`src/rtl/pipe_bus_ctrl.sv`:
```
// Pipeline control and single-port bus arbiter for the five-stage core.
// Arbitrates fetch vs. data accesses, merges stall sources, sequences flush.
module pipe_bus_ctrl #(
  parameter int ADDR_W = 32,
  parameter int DATA_W = 32
) (
  input  logic              clk,
  input  logic              rst,
  input  logic              stallreq_from_id,
  input  logic              stallreq_from_ex,
  input  logic              flush_req,
  input  logic              if_req,
  input  logic [ADDR_W-1:0] if_addr,
  output logic [DATA_W-1:0] if_rdata,
  input  logic              mem_req,
  input  logic              mem_we,
  input  logic [3:0]        mem_sel,
  input  logic [ADDR_W-1:0] mem_addr,
  input  logic [DATA_W-1:0] mem_wdata,
  output logic [DATA_W-1:0] mem_rdata,
  output logic              bus_req,
  output logic              bus_we,
  output logic [3:0]        bus_sel,
  output logic [ADDR_W-1:0] bus_addr,
  output logic [DATA_W-1:0] bus_wdata,
  input  logic [DATA_W-1:0] bus_rdata,
  input  logic              bus_ack,
  output logic [5:0]        stall,
  output logic              flush
);

  typedef enum logic [2:0] {
    IDLE,
    MEM_ACC,
    IF_ACC,
    MEM_DONE,
    IF_DONE
  } state_e;

  state_e state_q, state_d;
  logic   flush_pend_q, flush_pend_d;

  logic              bus_req_q, bus_we_q;
  logic [3:0]        bus_sel_q;
  logic [ADDR_W-1:0] bus_addr_q;
  logic [DATA_W-1:0] bus_wdata_q;
  logic [DATA_W-1:0] if_rdata_q, mem_rdata_q;

  logic in_acc, acc_ack, acc_flush, start_mem, start_if, cap_mem, cap_if;
  logic wait_mem, wait_if;

  // Decode of the current cycle's bus events
  always_comb begin
    in_acc    = (state_q == MEM_ACC) || (state_q == IF_ACC);
    acc_ack   = in_acc && bus_ack;
    // A flush raised in the same cycle as the ack is folded into that ack
    acc_flush = acc_ack && (flush_pend_q || flush_req);
    start_mem = (state_q == IDLE) && !flush_req && mem_req;
    start_if  = (state_q == IDLE) && !flush_req && !mem_req && if_req;
    cap_mem   = (state_q == MEM_ACC) && bus_ack && !acc_flush;
    cap_if    = (state_q == IF_ACC) && bus_ack && !acc_flush;
    wait_mem  = mem_req && (state_q != MEM_DONE);
    wait_if   = if_req && (state_q != IF_DONE);
  end

  // State register
  always_ff @(posedge clk or posedge rst) begin
    if (rst) begin
      state_q      <= IDLE;
      flush_pend_q <= 1'b0;
    end else begin
      state_q      <= state_d;
      flush_pend_q <= flush_pend_d;
    end
  end

  // Next-state logic
  always_comb begin
    state_d      = state_q;
    flush_pend_d = flush_pend_q;
    case (state_q)
      IDLE: begin
        if (flush_req)    state_d = IDLE;
        else if (mem_req) state_d = MEM_ACC;
        else if (if_req)  state_d = IF_ACC;
      end
      MEM_ACC, IF_ACC: begin
        if (acc_flush) begin
          state_d      = IDLE;
          flush_pend_d = 1'b0;
        end else if (bus_ack) begin
          state_d = (state_q == MEM_ACC) ? MEM_DONE : IF_DONE;
        end else if (flush_req) begin
          flush_pend_d = 1'b1;
        end
      end
      MEM_DONE, IF_DONE: state_d = IDLE;
      default:           state_d = IDLE;
    endcase
  end

  // Output logic: flush pulse and prioritised stall vector
  always_comb begin
    flush = 1'b0;
    stall = 6'b000000;
    if (!rst) begin
      flush = in_acc ? acc_flush : flush_req;
      if (flush_pend_q)                      stall = 6'b111111;
      else if (flush)                        stall = 6'b000000;
      else if (wait_mem)                     stall = 6'b011111;
      else if (stallreq_from_ex)             stall = 6'b001111;
      else if (stallreq_from_id || wait_if)  stall = 6'b000111;
    end
  end

  // Bus request registers and read-data capture
  always_ff @(posedge clk or posedge rst) begin
    if (rst) begin
      bus_req_q   <= 1'b0;
      bus_we_q    <= 1'b0;
      bus_sel_q   <= '0;
      bus_addr_q  <= '0;
      bus_wdata_q <= '0;
      if_rdata_q  <= '0;
      mem_rdata_q <= '0;
    end else begin
      if (start_mem) begin
        bus_req_q   <= 1'b1;
        bus_we_q    <= mem_we;
        bus_sel_q   <= mem_sel;
        bus_addr_q  <= mem_addr;
        bus_wdata_q <= mem_wdata;
      end else if (start_if) begin
        bus_req_q   <= 1'b1;
        bus_we_q    <= 1'b0;
        bus_sel_q   <= 4'hF;
        bus_addr_q  <= if_addr;
        bus_wdata_q <= '0;
      end else if (acc_ack) begin
        bus_req_q   <= 1'b0;
      end
      if (cap_mem) mem_rdata_q <= bus_rdata;
      if (cap_if)  if_rdata_q  <= bus_rdata;
    end
  end

  assign bus_req   = bus_req_q;
  assign bus_we    = bus_we_q;
  assign bus_sel   = bus_sel_q;
  assign bus_addr  = bus_addr_q;
  assign bus_wdata = bus_wdata_q;
  assign if_rdata  = if_rdata_q;
  assign mem_rdata = mem_rdata_q;

endmodule
```
`config.mk`:
```
export PLATFORM = sky130hd
export DESIGN_NAME = pipe_bus_ctrl
export DESIGN_NICKNAME = d
export VERILOG_FILES = /design/src/rtl/pipe_bus_ctrl.sv
export SDC_FILE = /design/constraint.sdc
export NUM_CORES = 1
export LEC_CHECK = 0
export BUFFER_PORTS_ARGS = -buffer_cell sky130_fd_sc_hd__buf_2
export CELL_PAD_IN_SITES_DETAIL_PLACEMENT = 1
export CELL_PAD_IN_SITES_GLOBAL_PLACEMENT = 2
export CORE_ASPECT_RATIO = 0.6
export CORE_UTILIZATION = 29
export CTS_CLUSTER_DIAMETER = 30
export DETAILED_ROUTE_END_ITERATION = 8
export PLACE_DENSITY_LB_ADDON = 0.08
export SYNTH_ARGS = -nofsm -noshare
export SYNTH_HDL_FRONTEND = slang
export SYNTH_SLANG_ARGS = --single-unit
```
`constraint.sdc`:
```
create_clock -name clk -period 8.5 [get_ports clk]
set_input_delay 0.425 -clock clk [delete_from_list [all_inputs] [get_ports clk]]
set_output_delay 0.425 -clock clk [all_outputs]
set_load 0.005 [all_outputs]
```
## Word-level counts from Yosys, hierarchy flattened

Cells that the tools add are included.

- Register bits after elaboration: 138
- Input bits: 141
- Output and inout bits: 141
- Word-level logic and storage cells: 70

- Equality and inequality tests: 7
- Mux-type cells: 29
- Reductions and logical operators: 25

Operator list:

| kind | count |
|---|---|
| $mux 32 | 4 |
| $mux 3 | 7 |
| $logic_and 1x1->1 | 12 |
| $mux 4 | 3 |
| $mux 6 | 2 |
| $mux 1 | 10 |
| $mux 5 | 2 |
| $ne 3x3->1 const B | 2 |
| $pmux 3 s2 | 1 |
| $ne 4x4->1 const B | 1 |
| $reduce_bool 2->1 | 2 |
| $eq 3x1->1 const B | 1 |
| $eq 3x2->1 const B | 1 |
| $logic_not 1->1 | 3 |
| $logic_not 3->1 | 1 |
| $logic_or 1x1->1 | 3 |
| $ne 3x2->1 const B | 1 |
| $reduce_and 3->1 | 1 |
| $reduce_bool 3->1 | 1 |
| $ne 2x1->1 const B | 1 |
| $reduce_and 2->1 | 1 |
| $reduce_or 2->1 | 1 |

## Logic depth before layout (Yosys ltp)

- Depth after elaboration: 9
- Mapped depth: 7
- Mapped depth without buffers: 4

## Worst setup path after synthesis

OpenSTA, ideal clock, no wires.

- Path kind: input-to-output
- From: input port rst
- To: output port stall[4]
- Arrival time: 3.846 ns
- Required time: 8.075 ns
- Path slack: 4.229 ns
- Cell stages on the path: 3
- Buffers on the path: 0
- Path through: inv_1 nand2_1 o21ai_0

- Longest elaborated chain between the ends: 1

RTL lines:

| what | line | text |
|---|---|---|
| start, declared | 8 | `input logic rst,` |
| $mux 6 | 106 | `if (!rst) begin` |
| end, declared | 28 | `output logic [5:0] stall,` |

Every way passes these cells.

## Worst setup path in the final report

- From: register state_q[1]
- To: output port stall[2]

- Longest elaborated chain between the ends: 9
- Elaborated cells on any way between the ends: 17
- Those cells by class: eq/ne: 4; mux: 7; reduce/logical: 6

RTL lines:

| what | line | text |
|---|---|---|
| start, declared | 40 | `state_e state_q, state_d;` |
| start signal, assigned | 72 | `state_q <= state_d;` |
| $ne 3x3->1 | 63 | `wait_if = if_req && (state_q != IF_DONE);` |
| $logic_and 1x1->1 | 63 |  |
| $logic_or 1x1->1 | 112 | `else if (stallreq_from_id \|\| wait_if) stall = 6'b000111;` |
| $mux 3 | 112 |  |
| $mux 4 | 111 | `else if (stallreq_from_ex) stall = 6'b001111;` |
| $mux 5 | 110 | `else if (wait_mem) stall = 6'b011111;` |
| $mux 5 * | 109 | `else if (flush) stall = 6'b000000;` |
| $mux 6 * | 108 | `if (flush_pend_q) stall = 6'b111111;` |
| $mux 6 * | 106 |  |

Every way passes the cells marked *; elsewhere a longest branch is shown, timed or not.

==> results.cfg <==
[routing]
wirelength_um = 17000
routedWlPerCell_um = 17.5
vias = 4490
wirelength_met1_um = 7450
via_per_inst = 4.62
firstDrtPassIters = 8
routed.top_layer = met5
drc_errors = 36
met3_length_um = 1590
wl_met2_um = 7690
drtAntennaViolNets = 0
drt-initial-drc-count = 193

[power]
power.total_mw = 2.85
switchingPower_uw = 908
ir_drop_uv = 129
internal_power_mw = 1.94
sw_frac_of_total_pct = 31.9
clkPwrFrac_pct = 26.9
p_leak_nw = 3.91
p_seq_share_pct = 40.5
p_per_area_nw_per_um2 = 370
p_comb_share_pct = 32.6

[clock_tree]
cts_resized = 0
htree_levels = 4
path_clk_slew_ns = 0.06
hold_buffers = 0
cts_tree = yes
cts_buffer_depth = 2
post_cts_buffers = 0
clockRootBuffer = clkbuf_16
worstSkewPairLatency_ns = 0.41
clock-sinks = 138
numCtsBuffers = 17

[die]
core_sq_um = 18300
ioPinCount = 282
rows = 38
start_util_pct = 30.1
die_h_um = 109
dieArea_sq_um = 19500
die_width_um = 180

[timing]
setup_viol = 0
maxSlewHeadroom_pct = 37.0
rsz0062_at_grt = no
tightest_slew_ns = 0.946
finalHoldViolations = 0
period_share_pct = 33.8
fin_setup_tns_ns = 0
period_minus_slack_ns = 2.87
fin_skew_ns = 0.00895
slew_viol_final = 0
max_freq_mhz = 349
fin_hold_ws_ns = 0.122
fin_ws_ns = 5.63

[final_layout]
multi_input_area_sq_um = 1850
fillers = 2033
drive_gt1_share_pct = 52.7
syn_to_final_growth_pct = 39.9
layout_common_cells = buf_2, dfrtp_1, nand2_1, mux2_2, nor2_1
seqCellArea_sq_um = 3450
final_common_cell = buf_2
fin_nets = 858

[synth]
synth.largest_area_cell = dfrtp_1
ys_ff_latch = 138
synth_ff_type = dfrtp_1
yosysSeqAreaShare_pct = 62.8
synth-xor-area-share_pct = 0.159
synth_mux_area_share_pct = 13.1
synth_edf_count = 0
netlist_instances = 443
ys_types = 33
synth-compound-area-share_pct = 11.4
synthArstFlopShare_pct = 100
synth-simple-area-share_pct = 8.89
yosysWarnings = 0
netlist_area_sq_um = 5500
synth.avg_cell_area_sq_um = 12.4
synth_top_area_share_pct = 62.8
synth_top_family_by_area = multiplexers
synth_nets = 584
yosys.area_share.adder_pct = 0
synthTopCellsByArea = dfrtp_1, mux2_2, a22o_1

[grt]
grt_max_degree = 74
grt_pass1_vias = 4888
grt-ovfl-total = 0
grt_antenna_before_repair = 4
grt_use_total_pct = 18.0
grt_pass1_wl_um = 26900

[critical_path]
cp.arrival_ns = 2.44
critPathRequiredTime_ns = 8.08
worstPathMaxFanout = 9
cp-start-kind = register
end_kind = output port
crit_type = register to output port

[hold_path]
hold_path_class = input pin to asynchronous set/reset pin

[run]
maxCapViolCount = 0

[placed_design]
port_buffers = 281
place_congestion = 0.752
dp_slack_ns = 5.68
dp_hpwl_um = 12200

[outcome]
failed_checks = DRC
run_status = complete, but fails checks
per-layer routing:
metal	track usage, %	vias up
met5	0	-
met4	6.22	4
met3	7.28	25
met2	28.2	183
met1	22.6	2178
li1	-	2100
registers in the layout, indices dropped and copies added, names as in the netlist:
signal / cells
bus_we: 1
bus_sel: 4
if_rdata: 32
bus_addr: 32
state_q: 3
flush_pend_q: 1
bus_req: 1
bus_wdata: 32
mem_rdata: 32
worst max-delay path: stages (launching register included):
cell and delay [ns]:
dfrtp_1 0.50, xnor2_1 0.36, nor3_1 0.08, o32a_1 0.26, a221oi_1 0.62, buf_2 0.23
cell type report:
type	instances	share of cell area, %
clock inverters	12	2.14
multi-input cells	268	24.0
repair buffers	288	18.9
clock buffers	20	5.80
flip-flops and latches	138	44.8
inverters	4	0.260
well taps	240	3.90
diodes	2	0.0650
through the flow:
stage / cell area [sq um] / util, % / cells
floorplan: 5500 / - / 443
global placement: 7080 / 38.7 / 938
detailed placement: 7080 / 38.7 / 938
CTS: 7690 / 42.0 / 970
global route: 7700 / 42.1 / 971
finish: 7700 / 42.1 / 972
logic make-up after synthesis:
| family | count (synthesis) |
|---|---|
| AND/OR/NAND/NOR | 119 |
| multiplexers | 64 |
| flip-flops | 138 |
| AO/OA/AOI/OAI | 84 |
| XOR/XNOR | 1 |
| buffers and inverters | 37 |
power groups by stage:
| stage | clock, mW | sequential, mW | combinational (mW) |
|---|---|---|---|
| finish | 0.767 | 1.15 | 0.929 |
| global route | 0.821 | 1.20 | 1.03 |
| CTS | 0.791 | 1.16 | 0.953 |
| detailed placement | 0 | 1.16 | 0.952 |
| global placement | 0 | 1.14 | 0.930 |
| floorplan | 0 | 1.16 | 0.457 |
cell usage after synthesis, types with 3 or more instances:
cell        n
clkbuf_1    4
a31oi_1    32
dfrtp_1   138
buf_2      20
mux2_2     62
nand2_1    69
inv_1       4
a22o_1     33
buf_4       5
buf_6       3
o22a_1      4
a21oi_1     5
nor2_1     39
final timing paths:
| path | to | slack [ns] | start | cells after the start |
|---|---|---|---|---|
| min in group clk | bus_sel[1]$_DFFE_PP0P_ | 0.23 | mem_sel[1] | 2 |
| worst min register to register | bus_req$_DFFE_PP0P_ | 0.49 | bus_req$_DFFE_PP0P_ | 1 |
| worst max register to register | bus_addr[3]$_DFFE_PP0P_ | 6.07 | state_q[1]$_DFFE_PP0P_ | 5 |
| worst min-delay path | if_rdata[30]$_DFFE_PP0P_ | 0.12 | rst | 2 |
| worst max-delay path | stall[2] | 5.63 | state_q[1]$_DFFE_PP0P_ | 5 |
| max in group asynchronous | bus_wdata[10]$_DFFE_PP0P_ | 6.96 | rst | 3 |
No activity file was read; power rests on OpenSTA's default activity.
